**src/rtl/duck_motion_ctl.sv**
```systemverilog
`default_nettype none
// ============================================================================
// Module   : duck_motion_ctl
// Brief    : Duck flight controller. Spawns the duck at a pseudo-random x
//            position, flies it with wall bounces on a frame-rate tick, and
//            handles the escape, hit-freeze and fall sequences.
// Revision : 1.0 - initial release
// ============================================================================
module duck_motion_ctl #(
    parameter int          TICK_DIV   = 1_083_333,
    parameter int          SCREEN_W   = 1024,
    parameter int          Y_GROUND   = 576,
    parameter int          DUCK_W     = 96,
    parameter int          DUCK_H     = 60,
    parameter int          SPEED_X    = 4,
    parameter int          SPEED_Y    = 3,
    parameter int          FALL_SPEED = 6,
    parameter int          HIT_TICKS  = 30,
    parameter int          FLY_TICKS  = 600,
    parameter logic [15:0] LFSR_SEED  = 16'hACE1
) (
    input  logic        clk,
    input  logic        rst_n,
    input  logic        game_enable,
    input  logic        hunt_start,
    input  logic        duck_killed,
    output logic [11:0] duck_xpos,
    output logic [11:0] duck_ypos,
    output logic        duck_dir_left,
    output logic        duck_visible,
    output logic        duck_falling,
    output logic        duck_escaped
);

    // ------------------------------------------------------------------------
    // Derived constants (all position maths is unsigned 12-bit)
    // ------------------------------------------------------------------------
    localparam int TICK_W    = (TICK_DIV > 1) ? $clog2(TICK_DIV) : 1;
    localparam int FLY_CNT_W = $clog2(FLY_TICKS + 1);
    localparam int HIT_CNT_W = $clog2(HIT_TICKS + 1);

    localparam logic [11:0]          C_X_MAX      = 12'(SCREEN_W - DUCK_W);
    localparam logic [11:0]          C_Y_MAX      = 12'(Y_GROUND - DUCK_H);
    localparam logic [11:0]          C_DUCK_W     = 12'(DUCK_W);
    localparam logic [11:0]          C_SPEED_X    = 12'(SPEED_X);
    localparam logic [11:0]          C_SPEED_Y    = 12'(SPEED_Y);
    localparam logic [11:0]          C_FALL_SPEED = 12'(FALL_SPEED);
    localparam logic [TICK_W-1:0]    C_TICK_LAST  = TICK_W'(TICK_DIV - 1);
    localparam logic [FLY_CNT_W-1:0] C_FLY_TICKS  = FLY_CNT_W'(FLY_TICKS);
    localparam logic [HIT_CNT_W-1:0] C_HIT_TICKS  = HIT_CNT_W'(HIT_TICKS);

    typedef enum logic [2:0] {
        S_IDLE   = 3'd0,
        S_SPAWN  = 3'd1,
        S_FLY    = 3'd2,
        S_ESCAPE = 3'd3,
        S_HIT    = 3'd4,
        S_FALL   = 3'd5
    } state_t;

    // ------------------------------------------------------------------------
    // Registers and next-state values
    // ------------------------------------------------------------------------
    state_t                 state_q,    state_d;
    logic [TICK_W-1:0]      tick_cnt_q, tick_cnt_d;
    logic [15:0]            lfsr_q,     lfsr_d;
    logic [FLY_CNT_W-1:0]   fly_cnt_q,  fly_cnt_d;
    logic [HIT_CNT_W-1:0]   hit_cnt_q,  hit_cnt_d;
    logic [11:0]            x_q,        x_d;
    logic [11:0]            y_q,        y_d;
    logic                   left_q,     left_d;
    logic                   up_q,       up_d;
    logic                   visible_q,  visible_d;
    logic                   falling_q,  falling_d;
    logic                   escaped_q,  escaped_d;

    logic                   w_tick;
    logic [11:0]            w_rand_x;
    logic [FLY_CNT_W-1:0]   w_fly_next;
    logic [HIT_CNT_W-1:0]   w_hit_next;

    // Frame tick divider and LFSR both run freely every clock
    always_comb begin
        w_tick     = (tick_cnt_q == C_TICK_LAST);
        tick_cnt_d = w_tick ? '0 : tick_cnt_q + 1'b1;
        lfsr_d     = {lfsr_q[14:0], lfsr_q[15] ^ lfsr_q[13] ^ lfsr_q[12] ^ lfsr_q[10]};
    end

    // Spawn x folds LFSR values past the right limit back on-screen
    always_comb begin
        w_rand_x = {2'b00, lfsr_q[9:0]};
        if (w_rand_x > C_X_MAX) begin
            w_rand_x = w_rand_x - C_DUCK_W;
        end
        w_fly_next = fly_cnt_q + 1'b1;
        w_hit_next = hit_cnt_q + 1'b1;
    end

    // Flight state machine: next state, motion and status outputs
    always_comb begin
        state_d   = state_q;
        x_d       = x_q;
        y_d       = y_q;
        left_d    = left_q;
        up_d      = up_q;
        fly_cnt_d = fly_cnt_q;
        hit_cnt_d = hit_cnt_q;
        escaped_d = 1'b0;

        if (!game_enable) begin
            // Disabling the game overrides kills and moves alike
            state_d = S_IDLE;
        end else begin
            case (state_q)
                S_IDLE: begin
                    if (hunt_start) begin
                        state_d = S_SPAWN;
                    end
                end

                S_SPAWN: begin
                    x_d       = w_rand_x;
                    y_d       = C_Y_MAX;
                    up_d      = 1'b1;
                    left_d    = lfsr_q[10];
                    fly_cnt_d = '0;
                    state_d   = S_FLY;
                end

                S_FLY: begin
                    if (duck_killed) begin
                        hit_cnt_d = '0;
                        state_d   = S_HIT;
                    end else if (w_tick && hunt_start) begin
                        // Horizontal move; compare first so nothing wraps
                        if (!left_q) begin
                            if (x_q + C_SPEED_X >= C_X_MAX) begin
                                x_d    = C_X_MAX;
                                left_d = 1'b1;
                            end else begin
                                x_d = x_q + C_SPEED_X;
                            end
                        end else begin
                            if (x_q <= C_SPEED_X) begin
                                x_d    = '0;
                                left_d = 1'b0;
                            end else begin
                                x_d = x_q - C_SPEED_X;
                            end
                        end
                        // Vertical move
                        if (up_q) begin
                            if (y_q <= C_SPEED_Y) begin
                                y_d  = '0;
                                up_d = 1'b0;
                            end else begin
                                y_d = y_q - C_SPEED_Y;
                            end
                        end else begin
                            if (y_q + C_SPEED_Y >= C_Y_MAX) begin
                                y_d  = C_Y_MAX;
                                up_d = 1'b1;
                            end else begin
                                y_d = y_q + C_SPEED_Y;
                            end
                        end
                        fly_cnt_d = w_fly_next;
                        if (w_fly_next == C_FLY_TICKS) begin
                            state_d = S_ESCAPE;
                        end
                    end
                end

                S_ESCAPE: begin
                    if (duck_killed) begin
                        hit_cnt_d = '0;
                        state_d   = S_HIT;
                    end else if (w_tick) begin
                        if (y_q <= C_SPEED_Y) begin
                            y_d       = '0;
                            escaped_d = 1'b1;
                            state_d   = S_IDLE;
                        end else begin
                            y_d = y_q - C_SPEED_Y;
                        end
                    end
                end

                S_HIT: begin
                    // Position frozen; only count ticks
                    if (w_tick) begin
                        hit_cnt_d = w_hit_next;
                        if (w_hit_next == C_HIT_TICKS) begin
                            state_d = S_FALL;
                        end
                    end
                end

                S_FALL: begin
                    if (w_tick) begin
                        if (y_q + C_FALL_SPEED >= C_Y_MAX) begin
                            y_d     = C_Y_MAX;
                            state_d = S_IDLE;
                        end else begin
                            y_d = y_q + C_FALL_SPEED;
                        end
                    end
                end

                default: begin
                    state_d = S_IDLE;
                end
            endcase
        end

        // Sprite becomes visible together with the loaded spawn position
        visible_d = (state_d == S_FLY) || (state_d == S_ESCAPE) ||
                    (state_d == S_HIT) || (state_d == S_FALL);
        falling_d = (state_d == S_HIT) || (state_d == S_FALL);
    end

    // State and output registers with asynchronous active-low reset
    always_ff @(posedge clk or negedge rst_n) begin
        if (!rst_n) begin
            state_q    <= S_IDLE;
            tick_cnt_q <= '0;
            lfsr_q     <= LFSR_SEED;
            fly_cnt_q  <= '0;
            hit_cnt_q  <= '0;
            x_q        <= '0;
            y_q        <= C_Y_MAX;
            left_q     <= 1'b0;
            up_q       <= 1'b1;
            visible_q  <= 1'b0;
            falling_q  <= 1'b0;
            escaped_q  <= 1'b0;
        end else begin
            state_q    <= state_d;
            tick_cnt_q <= tick_cnt_d;
            lfsr_q     <= lfsr_d;
            fly_cnt_q  <= fly_cnt_d;
            hit_cnt_q  <= hit_cnt_d;
            x_q        <= x_d;
            y_q        <= y_d;
            left_q     <= left_d;
            up_q       <= up_d;
            visible_q  <= visible_d;
            falling_q  <= falling_d;
            escaped_q  <= escaped_d;
        end
    end

    assign duck_xpos     = x_q;
    assign duck_ypos     = y_q;
    assign duck_dir_left = left_q;
    assign duck_visible  = visible_q;
    assign duck_falling  = falling_q;
    assign duck_escaped  = escaped_q;

endmodule
`default_nettype wire
```
**config.mk**
```make
export PLATFORM = sky130hd
export DESIGN_NAME = duck_motion_ctl
export DESIGN_NICKNAME = d
export VERILOG_FILES = /design/src/rtl/duck_motion_ctl.sv
export SDC_FILE = /design/constraint.sdc
export NUM_CORES = 1
export LEC_CHECK = 0
export BUFFER_PORTS_ARGS = -buffer_cell sky130_fd_sc_hd__buf_2
export CAP_MARGIN = 40
export CORE_MARGIN = 4
export CORE_UTILIZATION = 30
export CTS_CLUSTER_DIAMETER = 120
export CTS_CLUSTER_SIZE = 12
export DETAILED_ROUTE_END_ITERATION = 8
export PLACE_DENSITY = 0.5
export SLEW_MARGIN = 20
export SYNTH_ARGS = -nofsm -noshare
export SYNTH_HDL_FRONTEND = slang
export SYNTH_SLANG_ARGS = --single-unit
```
**constraint.sdc**
```tcl
create_clock -name clk -period 2.94 [get_ports clk]
set_input_delay 0.735 -clock clk [delete_from_list [all_inputs] [get_ports clk]]
set_output_delay 0.735 -clock clk [all_outputs]
set_load 0.01 [all_outputs]
```
# Word level (Yosys, flattened, before mapping)
# Index checks and enable logic that the tools add are counted.
[word_totals] ff_bits=84 input_bits=5 output_inout_bits=28
[op_classes] addsub=9 n_lt_le_gt_ge=6 n_eq_ne=19 mux=54 bitwise_logic=3 n_reduce_logical=13
[ops] op="2-to-1 mux 12 bit" n=15
[ops] op="one-hot mux 12 bit (4 select lines)" n=1
[ops] op="greater-or-equal comparator 12 x 10 -> 1 bit, second input constant" n=3
[ops] op="2-to-1 mux 3 bit" n=12
[ops] op="adder 12 x 3 -> 12 bit, second input constant" n=2
[ops] op="one-hot mux 12 bit (2 select lines)" n=1
[ops] op="adder 21 x 1 -> 21 bit, second input constant" n=1
[ops] op="== test 21 bit, second input constant" n=1
[ops] op="2-to-1 mux 21 bit" n=1
[ops] op="2-to-1 mux 10 bit" n=2
[ops] op="one-hot mux 10 bit (2 select lines)" n=1
[ops] op="one-hot mux 3 bit (6 select lines)" n=1
[ops] op="2-to-1 mux 1 bit" n=15
[ops] op="adder 12 x 2 -> 12 bit, second input constant" n=1
[ops] op="== test 3 x 2 -> 1 bit, second input constant" n=4
[ops] op="== test 3 bit, second input constant" n=4
[ops] op="<= comparator 12 x 2 -> 1 bit, second input constant" n=1
[ops] op="<= comparator 12 x 3 -> 1 bit, second input constant" n=1
[ops] op="inequality test 2 bit, second input constant" n=6
[ops] op="subtractor 12 x 2 -> 12 bit, second input constant" n=1
[ops] op="subtractor 12 x 3 -> 12 bit, second input constant" n=1
[ops] op="subtractor 10 x 7 -> 11 bit, second input constant" n=1
[ops] op="adder 10 x 1 -> 10 bit, second input constant" n=1
[ops] op="== test 10 bit, second input constant" n=1
[ops] op="17 further kinds" n=26

# Depth between registers and ports, before layout
# Gate-level depths: netlist of run 1.
[logic_depth] ltp_word=11 depth_mapped=11 depth_no_buf=9

# Least setup slack after synthesis of run 1
# No wires, ideal clock.
[synth_path] kind="reg-to-reg" from="register y_q[2] (netlist: duck_ypos[2])" to="register y_q[11] (netlist: duck_ypos[11])" arrival_ns=2.440 setup_slack_ns=0.379 path_stages_with_launch=11 n_path_buf=1 period_less_slack_ns=2.561 path_cell_list="dfstp_2 > buf_2 > inv_1 > ha_1 > a21oi_1 > nand2_1 > nor3_1 > nor3b_1 > nand2_1 > xnor2_1 > a22o_1"
[synth_between] elab_chain_cells=7 elab_cells_between_ends=16
[synth_rtl] item="start: declaration" line_no="70" source="logic [11:0] y_q, y_d;"
[synth_rtl] item="start signal: assignment" line_no="244" source="y_q <= y_d;"
[synth_rtl] item="adder 12 x 2 -> 12 bit" line_no="160, 164"
[synth_rtl] item="greater-or-equal comparator 12 x 10 -> 1 bit" line_no="160" source="if (y_q + C_SPEED_Y >= C_Y_MAX) begin"
[synth_rtl] item="2-to-1 mux 12 bit" line_no="160"
[synth_rtl] item="2-to-1 mux 12 bit" line_no="152" source="if (up_q) begin"
[synth_rtl] item="2-to-1 mux 12 bit" line_no="134" source="end else if (w_tick && hunt_start) begin"
[synth_rtl] item="2-to-1 mux 12 bit" line_no="131" source="if (duck_killed) begin"
[synth_rtl] item="one-hot mux 12 bit (4 select lines) *" line_no="114" source="case (state_q)"
# Every way passes the cells marked *; elsewhere a longest branch is shown, timed or not. The select of a mux whose other input is x is not followed.
# A chain may end at the register's enable or synchronous reset.

# Worst setup path after layout of run 1
[layout_path] from="register y_q[1] (netlist: duck_ypos[1])" to="register y_q[4] (netlist: duck_ypos[4])"
# The elaborated chain is that of the path after synthesis.

==> metrics, run 1 <==
Yosys top cell by area dfrtp_1; Hold Buf Count CTS 0; Syn Inst Count about 660; post-synthesis async set-or-reset flop share 100%; grt total ovfl 0; most common library cells after synthesis dfrtp_1 (73), nand2_1 (62), nor2_1 (59); final wirelength about 16,000 um; most frequent cell after synthesis dfrtp_1; PwrDens roughly 540 nW/um^2; clk root buf clkbuf_16; Pins Over Slew Limit 0; worst endpoint required time about 3200 ps; Tightest Hold Check Type reg -> reg; clk sinks 84; drt first pass iters 5; post-synthesis sequential area ratio between 30% and 40%; gpl congestion between 0.9 and 1; Crit. End Element flop; dominant synthesized flop cell dfrtp_1; Initial DRC Count 449; TritonCTS Buffers 9; initial antenna violation count 0; syn nets about 680; Peak supply drop ~0.33 mV; Routed wire per std cell approximately 17 um; ANT nets after route 0; DIE AREA 20,900 um^2; max_cap viols 0; Initial Util ~31%; # rows 49; RSZ-0062 raised after global routing false; hpwl dp between 10,000 and 15,000 um; CTS resizes 0; worst slew pin tran 756 ps; drt drc 0; count of input and output buffers 32; Final Cycle Share slightly above 90%; Unique masters post-synth between 70 and 80; Net count, final approximately 700; setup_tns 0 ps; Synth area leaders dfrtp_1 (33%), dfstp_2 (5.2%), xnor2_1 (4.9%); layout cells sized above 1 between 10% and 20%; worst-case reg-to-reg path depth 10; Skew-Pair Late Insertion Delay approximately 340 ps; top cell type's share of synthesized area approximately 33%; Ys Warns 0; vias in the first global route about 4,800; Fmax 369 MHz; final-report hold violation count 0; mapped cell area about 5600 um^2; leakage dissipation between 2 and 3 nW; crit path DAT 2940 ps; width of the die about 140 um; vias per inst 5.59; Syn-to-layout area delta 14.5%; largest net degree at the start of global routing 49; total track usage 15.0%; Cells on Worst Hold Path 0; Slew HR around 50%; Max Buffers Root-to-Sink 2; Final min period between 2000 and 3000 ps; Crit Path Max Fanout 7; final setup fails 0; I/O pins 33; Avg Inst Size Synth 8.50 um^2; Reg clk slew, reported paths about 60 ps; die height roughly 140 um; Final Skew ~9.7 ps; CTS H-Tree Depth 3; first-pass GRT wire length ~25,000 um; core area about 18,000 um^2; flops & latches, synth 84; crit path kind reg -> reg; CTS tree built; Setup crit start kind flop; post-route cell area roughly 6400 um^2; Fill cells 1,874; Cell Area, Placed 6080 um^2; n_diodes 0; number of vias in the routed layout ~5,200; outcome finished, final reports clean; postcts setup bufs 0; EDFF count, synth 0
## routing by layer
metal | up-vias | track usage [%] | wire, um | part of all wire, %
met5 | - | 0 | 0 | 0
met4 | 0 | 4.86 | 249 | 1.6
met3 | 20 | 2.74 | 746 | 4.8
met2 | 147 | 24.3 | 7330 | 47
met1 | 2526 | 20.4 | 7200 | 46
li1 | 2466 | - | - | -
## critical path, stage by stage (launching register included)
cell,delay [ps]
dfrtp_1,460
inv_1,130
ha_1,230
a21oi_1,300
buf_4,210
nor2_1,40
o32a_1,320
a211o_1,350
nand2_1,120
nor2_2,90
a221o_1,330
## power breakdown
part,internal (W),switching [W],total [W]
clock,0.000730,0.000453,0.00118
sequential,0.00126,0.000208,0.00146
combinational,0.000337,0.000484,0.000821
## state kept, by name (all words and copies together) (netlist names)
name,flops
duck_dir_left,1
duck_escaped,1
duck_falling,1
duck_visible,1
duck_xpos,12
duck_ypos,12
fly_cnt_q,10
hit_cnt_q,5
lfsr_q,16
state_q,3
tick_cnt_q,21
up_q,1
## cell type report
cell class | instances | area (um^2) | share of cell area, %
multi-input combinational | 511 | 3200 | 50.1
tap | 229 | 287 | 4.48
clock inverter | 1 | 30.0 | 0.470
clock buffer | 15 | 278 | 4.34
timing repair buffer | 61 | 393 | 6.14
inverter | 22 | 82.6 | 1.29
sequential | 84 | 2120 | 33.2
## stage by stage
step / std cells / power [W] / utilization, % / hold slack [ps] / worst slack, ps
2_1_floorplan: 657 / 0.00200 / - / 333 / 379
5_1_grt: 923 / 0.00368 / 35.2 / 373 / 20.0
6_report: 923 / 0.00347 / 35.2 / 357 / 229
4_1_cts: 923 / 0.00350 / 35.2 / 363 / 170
3_3_place_gp: 907 / 0.00229 / 33.5 / 345 / 260
3_5_place_dp: 907 / 0.00230 / 33.5 / 341 / 194
## path summary, 6_finish.rpt
check / slack [ps] / to / startpoint
max in group asynchronous: 1880 / lfsr_q[15] / rst_n
worst max-delay path: 230 / duck_ypos[4] / duck_ypos[1]
worst max register to register: 230 / duck_ypos[4] / duck_ypos[1]
min in group asynchronous: 370 / duck_ypos[10] / rst_n
worst min-delay path: 360 / lfsr_q[15] / lfsr_q[14]
worst min register to register: 360 / lfsr_q[15] / lfsr_q[14]
## kinds of logic (layout without fill, tap and decap cells)
kind of cell | count (synthesis) | after routing | synth area share, %
AO/OA/AOI/OAI | 173 | 173 | 20.7
XOR/XNOR | 43 | 43 | 6.75
adder cells (fa/ha/maj) | 15 | 15 | 3.36
buffers and inverters | 62 | 99 | 4.77
flip-flops | 84 | 84 | 37.9
multiplexers | 3 | 3 | 0.538
AND/OR/NAND/NOR | 277 | 277 | 25.9
## layout by cell type (no fill, tap or decap), types with 4 or more instances in the layout
cell,count
dfrtp_1,73
nand2_1,62
nor2_1,59
a21oi_1,41
o21ai_0,40
nand3_1,36
xnor2_1,31
buf_2,31
nor3_1,29
buf_4,29
inv_1,22
ha_1,15
nand2b_1,13
and3_1,12
xor2_1,12
a31oi_1,10
dfstp_2,10
nand4_1,9
o31ai_1,9
clkbuf_16,9
nor2b_1,8
nand3b_1,7
or4_1,6
or3_1,5
a32o_1,5
a211o_1,5
and4_1,4
o31a_1,4
o41ai_1,4
o21ai_1,4
a21o_1,4
o211ai_1,4
a221o_1,4
a22o_1,4
Power figures use the tool's default switching activity.
==> inputs of run 2 (changes only) <==
Settings changed: MAX_ROUTING_LAYER set to met4.
==> run 2 against run 1 <==
Core utilization increased by 0.13 points. Count of clock-buffer cells in the layout decreased by 4. Wire length increased by 0.13%. First-iteration DRC count increased by 8.7%. Design area increased by 0.37%. Worst setup slack got worse by 50 ps. Power increased by 1.6%. Clock power increased by 3%. Critical path type unchanged. Largest cell class unchanged. Largest power group unchanged.
==> metrics, run 2 (synthesis gave the netlist of run 1 again) <==
post-route worst setup slack 179 ps (-50.2 ps); crit path DAT 3050 ps (+110 ps); Skew-Pair Late Insertion Delay 350 ps (about the same); hpwl dp 11,300 um (+0.52%); Crit. End Element flop; vias per inst 5.55 (-0.74%); Largest regs tick_cnt_q (21), lfsr_q (16); worst slew pin tran 763 ps (+7.20 ps); clk root buf clkbuf_16; DIE AREA 20,900 um^2 (unchanged); Total Power 0.00352 W (+1.6%); Peak supply drop 0.278 mV (-15%); Fmax 362 MHz (-1.8%); first-pass GRT wire length 25,400 um (+1.3%); RSZ-0062 raised after global routing false; final-report hold violation count 0 (unchanged); PwrDens 549 nW/um^2 (+1.2%); largest net degree at the start of global routing 34 (-31%); Tightest Hold Check Type in -> async; outcome finished, final reports clean; max FFs per register 21 (unchanged); Net count, final 711 (+0.28%); final std cells w/o fill 925 (+0.22%); drt first pass iters 5 (unchanged); # rows 49 (unchanged); drt drc 0 (unchanged); CTS H-Tree Depth 3 (unchanged); max_cap viols 0 (unchanged); Routed wire per std cell 16.8 um (about the same); CTS tree built; setup_tns 0 ps (unchanged); Multi-input gate area 3200 um^2 (about the same); leakage dissipation 2.71 nW (+0.80%); postcts setup bufs 0 (unchanged); initial antenna violation count 0 (unchanged); grt total ovfl 0 (unchanged); clk sinks 84 (unchanged); placed cells 909 (+0.22%); I/O pins 33 (unchanged); layout cells sized above 1 14.8% (+0.39 points); Final Cycle Share 93.9% (+1.7 points); core area 18,100 um^2 (unchanged); n_diodes 0 (unchanged); Top reg by flops tick_cnt_q; pre-CTS WS 152 ps (-41.2 ps); crit path kind reg -> reg; Setup crit start kind flop; count of input and output buffers 32 (unchanged); number of vias in the routed layout 5,132 (-0.52%); Initial DRC Count 488 (+8.7%); Slew HR 49.1% (-0.48 points); width of the die 144 um (unchanged); Fill cells 1,872 (-0.11%); Pins Over Slew Limit 0 (unchanged); Syn-to-layout area delta 15.0%; TritonCTS Buffers 9 (unchanged); part of the power in the clock network 34.7% (+0.6 points); most frequent cells in the layout dfrtp_1 (73), nand2_1 (62), nor2_1 (59); Crit Path Max Fanout 17 (+10); total track usage 15.6% (+0.58 points); final wirelength 15,500 um (+0.13%); sequential power share 41.6% (-0.6 points); final setup fails 0 (unchanged); Max Buffers Root-to-Sink 2 (unchanged); Final min period 2760 ps (+50.2 ps); Sequential Area 2120 um^2 (unchanged); NetSw 0.00116 W (+1.6%); worst endpoint required time 3230 ps (+60 ps); most common cell after layout, fill and taps aside dfrtp_1; sw frac 33.0% (about the same); die height 144 um (unchanged); internal power 0.00236 W (+1.6%); vias in the first global route 4,875 (+0.89%); gpl congestion 0.926 (+0.23%); Gate power share 23.7% (about the same); Final Skew 12.0 ps (+2.28 ps); Initial Util 30.8% (unchanged); ANT nets after route 0 (unchanged); Reg clk slew, reported paths 70 ps (about the same)
run 2: changes by cell type in the layout (fill, tap and decap cells not counted):
cell       previous run  this run
clkbuf_8              3         1
a41o_1                0         1
clkinv_2              0         3
clkbuf_1              3         1
buf_4                29        31
bufinv_16             1         2
a41o_2                1         0
run 2: final cells by class:
type,instances,area share [%]
repair buffers,63,6.36
flip-flops and latches,84,33.0
multi-input cells,511,49.9
clock inverters,5,1.17
inverters,22,1.29
well taps,229,4.46
clock buffers,11,3.78
run 2: worst max-delay path, stage by stage, from the launching register on:
cell and delay (ps):
dfstp_4 710, inv_1 120, ha_1 280, nand2b_1 190, nor2_1 220, xnor2_1 150, a41o_1 340, nand2_1 190
nor3_1 290, a221o_1 200
run 2: power by group through the flow:
stage | Clock (W) | Sequential (W) | Combinational (W)
after floorplan | 0 | 0.00139 | 0.000612
after global placement | 0 | 0.00148 | 0.000816
after detailed placement | 0 | 0.00148 | 0.000827
after CTS | 0.00126 | 0.00146 | 0.000831
after global routing | 0.00131 | 0.00149 | 0.000928
final | 0.00122 | 0.00147 | 0.000833
run 2: worst paths after layout:
| kind | to | cells past startpoint | from | slack [ps] |
|---|---|---|---|---|
| max | duck_ypos[4] | 9 | duck_ypos[2] | 180 |
| min | duck_visible | 1 | rst_n | 330 |
| max reg2reg | duck_ypos[4] | 9 | duck_ypos[2] | 180 |
| min reg2reg | lfsr_q[15] | 0 | lfsr_q[14] | 360 |
| max in group asynchronous | up_q | 2 | rst_n | 1940 |
| min in group clk | lfsr_q[15] | 0 | lfsr_q[14] | 360 |
run 2: layer usage:
| layer | track usage, % | share of wire (%) |
|---|---|---|
| met4 | 5.79 | 2.2 |
| met5 | - | 0 |
| met3 | 2.41 | 4.8 |
| met1 | 21.3 | 48 |
| met2 | 23.4 | 45 |
run 2: timing repair:
action                                  CTS  global route
endpoints found under the setup margin    0             6
endpoints found under the hold margin     0             0
resized for setup                         0             2
hold buffers                              0             0
run 2: through the flow:
| step | util (%) | instance area (um^2) | hold WS, ps |
|---|---|---|---|
| global placement | 33.6 | 6090 | 343 |
| global route | 35.4 | 6420 | 362 |
| finish | 35.4 | 6420 | 334 |
| detailed placement | 33.6 | 6090 | 339 |
| CTS | 35.3 | 6410 | 345 |
| floorplan | - | 5580 | 333 |
==> inputs of run 3 (changes only) <==
Settings changed: CTS_BUF_LIST set to sky130_fd_sc_hd__clkbuf_4, GPL_TIMING_DRIVEN set to 0.
==> run 3 against run 2 <==
Count of clock-buffer cells in the layout down 2. Register-to-register slack worse by 50 ps. First-iteration DRC count down 27%. Combinational power up 12%. Non-clock buffer count up 14. Clock power down 36%. Critical path depth up 2. Die area unchanged. Fmax down 1.7%. Sequential share of layout area up 0.50 points. Wire length up 4.0%. Sequential power down 7%. Largest cell class unchanged.
==> metrics, run 3 (synthesis gave the netlist of run 1 again) <==
Cell Area, Placed 6050 um^2 (-0.64%); outcome finished, final reports clean; PwrDens 487 nW/um^2 (-11%); layout cells sized above 1 15.2% (+0.41 points); Crit. End Element flop; largest net degree at the start of global routing 57 (+68%); final wirelength 16,200 um (+4.0%); Final Skew 31.3 ps (+19.4 ps); Pins Over Slew Limit 0 (unchanged); crit path kind reg -> reg; I/O pins 33 (unchanged); total track usage 16.2% (+0.62 points); most frequent cells in the layout dfrtp_1 (71), nand2_1 (59), nor2_1 (58); most common cell after layout, fill and taps aside dfrtp_1; Tightest Hold Check Type in -> async; Fin Hold WS 168 ps (-166 ps); RSZ-0062 raised after global routing false; # rows 49 (unchanged); vias per inst 5.52 (-0.47%); DIE AREA 20,900 um^2 (unchanged); hpwl dp 11,700 um (+3.8%); Syn-to-layout area delta 13.2%; first-pass GRT wire length 26,300 um (+3.6%); die height 144 um (unchanged); count of input and output buffers 31 (-3.1%); drt first pass iters 5 (unchanged); Top reg by flops tick_cnt_q; number of vias in the routed layout 5,185 (+1.0%); placed cells 918 (+0.99%); final-report hold violation count 0 (unchanged); post-route cell area 6320 um^2 (-1.5%); initial antenna violation count 0 (unchanged); core area 18,100 um^2 (unchanged); worst slew pin tran 601 ps (-162 ps); final setup fails 0 (unchanged); leakage dissipation 2.64 nW (-2.9%); Routed wire per std cell 17.2 um (+2.4%); grt total ovfl 0 (unchanged); Critical path buffers and inverters 3 (+2); Slew HR 59.8% (+11 points); Max Buffers Root-to-Sink 2 (unchanged); CP max-delay cell dfstp_2; Final min period 2810 ps (+48.9 ps); clk root buf clkbuf_4; Crit Path Max Fanout 10 (-7); width of the die 144 um (unchanged); drt drc 0 (unchanged); Skew-Pair Late Insertion Delay 490 ps (+140 ps); worst endpoint required time 3300 ps (+70 ps); worst-path cell chain buf_4, inv_1, ha_2, nand2b_1, nor2_2, xnor2_1, a41o_1, buf_2, nand2_2, a21oi_2, o311a_1; Hold Buf Count CTS 0 (unchanged); crit-path max cell delay 610 ps (-100 ps); TritonCTS Buffers 9 (unchanged); Peak supply drop 0.235 mV (-15%); max_cap viols 0 (unchanged); gpl congestion 0.932 (+0.60%); Initial DRC Count 355 (-27%); final std cells w/o fill 939 (+1.5%); n_diodes 0 (unchanged); CTS tree built; Setup crit start kind flop; clk sinks 84 (unchanged); ANT nets after route 0 (unchanged); Net count, final 725 (+2.0%); max FFs per register 21 (unchanged); Reg clk slew, reported paths 170 ps (+100 ps); Fmax 356 MHz (-1.7%); Final Cycle Share 95.6% (+1.7 points); CTS H-Tree Depth 3 (unchanged); CP delay by family, top compound AO/OA/AOI/OAI gates; vias in the first global route 5,028 (+3.1%); crit path DAT 3170 ps (+120 ps); Largest regs tick_cnt_q (21), lfsr_q (16); Initial Util 30.8% (unchanged)
==> run 3: cell type report <==
class	instances	area, um^2
Buffer	40	186
Timing Repair Buffer	37	223
Tap cell	229	287
Sequential cell	84	2120
Multi-Input combinational cell	511	3260
Fill cell	1937	11800
Inverter	22	82.6
Clock inverter	7	91.3
Clock buffer	9	67.6
==> run 3: where the power goes <==
part	internal [W]	switching, W
Combinational	0.000331	0.000602
Sequential	0.00126	0.000114
Clock	0.000340	0.000436
Total	0.00193	0.00115
==> run 3: repair_timing <==
| action | CTS | global route |
|---|---|---|
| gates resized for setup | 8 | 11 |
| pin swaps | 0 | 1 |
| setup endpoints to repair | 14 | 24 |
| setup buffers | 0 | 5 |
==> run 3: final timing paths <==
path	start	endpoint	slack [ps]	depth (start not counted)
max in group asynchronous	rst_n	lfsr_q[10]	2060	2
max reg2reg	duck_ypos[2]	state_q[0]	130	11
min	rst_n	duck_ypos[5]	170	1
max	duck_ypos[2]	state_q[0]	130	11
min in group clk	lfsr_q[14]	lfsr_q[15]	380	0
min reg2reg	lfsr_q[14]	lfsr_q[15]	380	0
==> run 3: metal layers <==
metal  track usage (%)  up-vias  share of wire (%)
li1                  -     2499                  -
met1              21.6     2534                 47
met2              25.3      126                 47
met3              2.94       26                4.6
met4              4.91        0                1.6
met5                 -        -                  0
==> run 3: per-stage QoR <==
| step | setup WS [ps] | TNS, ps | util, % | power (W) |
|---|---|---|---|---|
| 2_1_floorplan | 379 | 0 | - | 0.00200 |
| 3_3_place_gp | -163 | -1260 | 33.2 | 0.00227 |
| 3_5_place_dp | -240 | -1670 | 33.4 | 0.00230 |
| 4_1_cts | 21.7 | 0 | 34.4 | 0.00310 |
| 5_1_grt | 3.99 | 0 | 34.8 | 0.00328 |
| 6_report | 130 | 0 | 34.8 | 0.00308 |
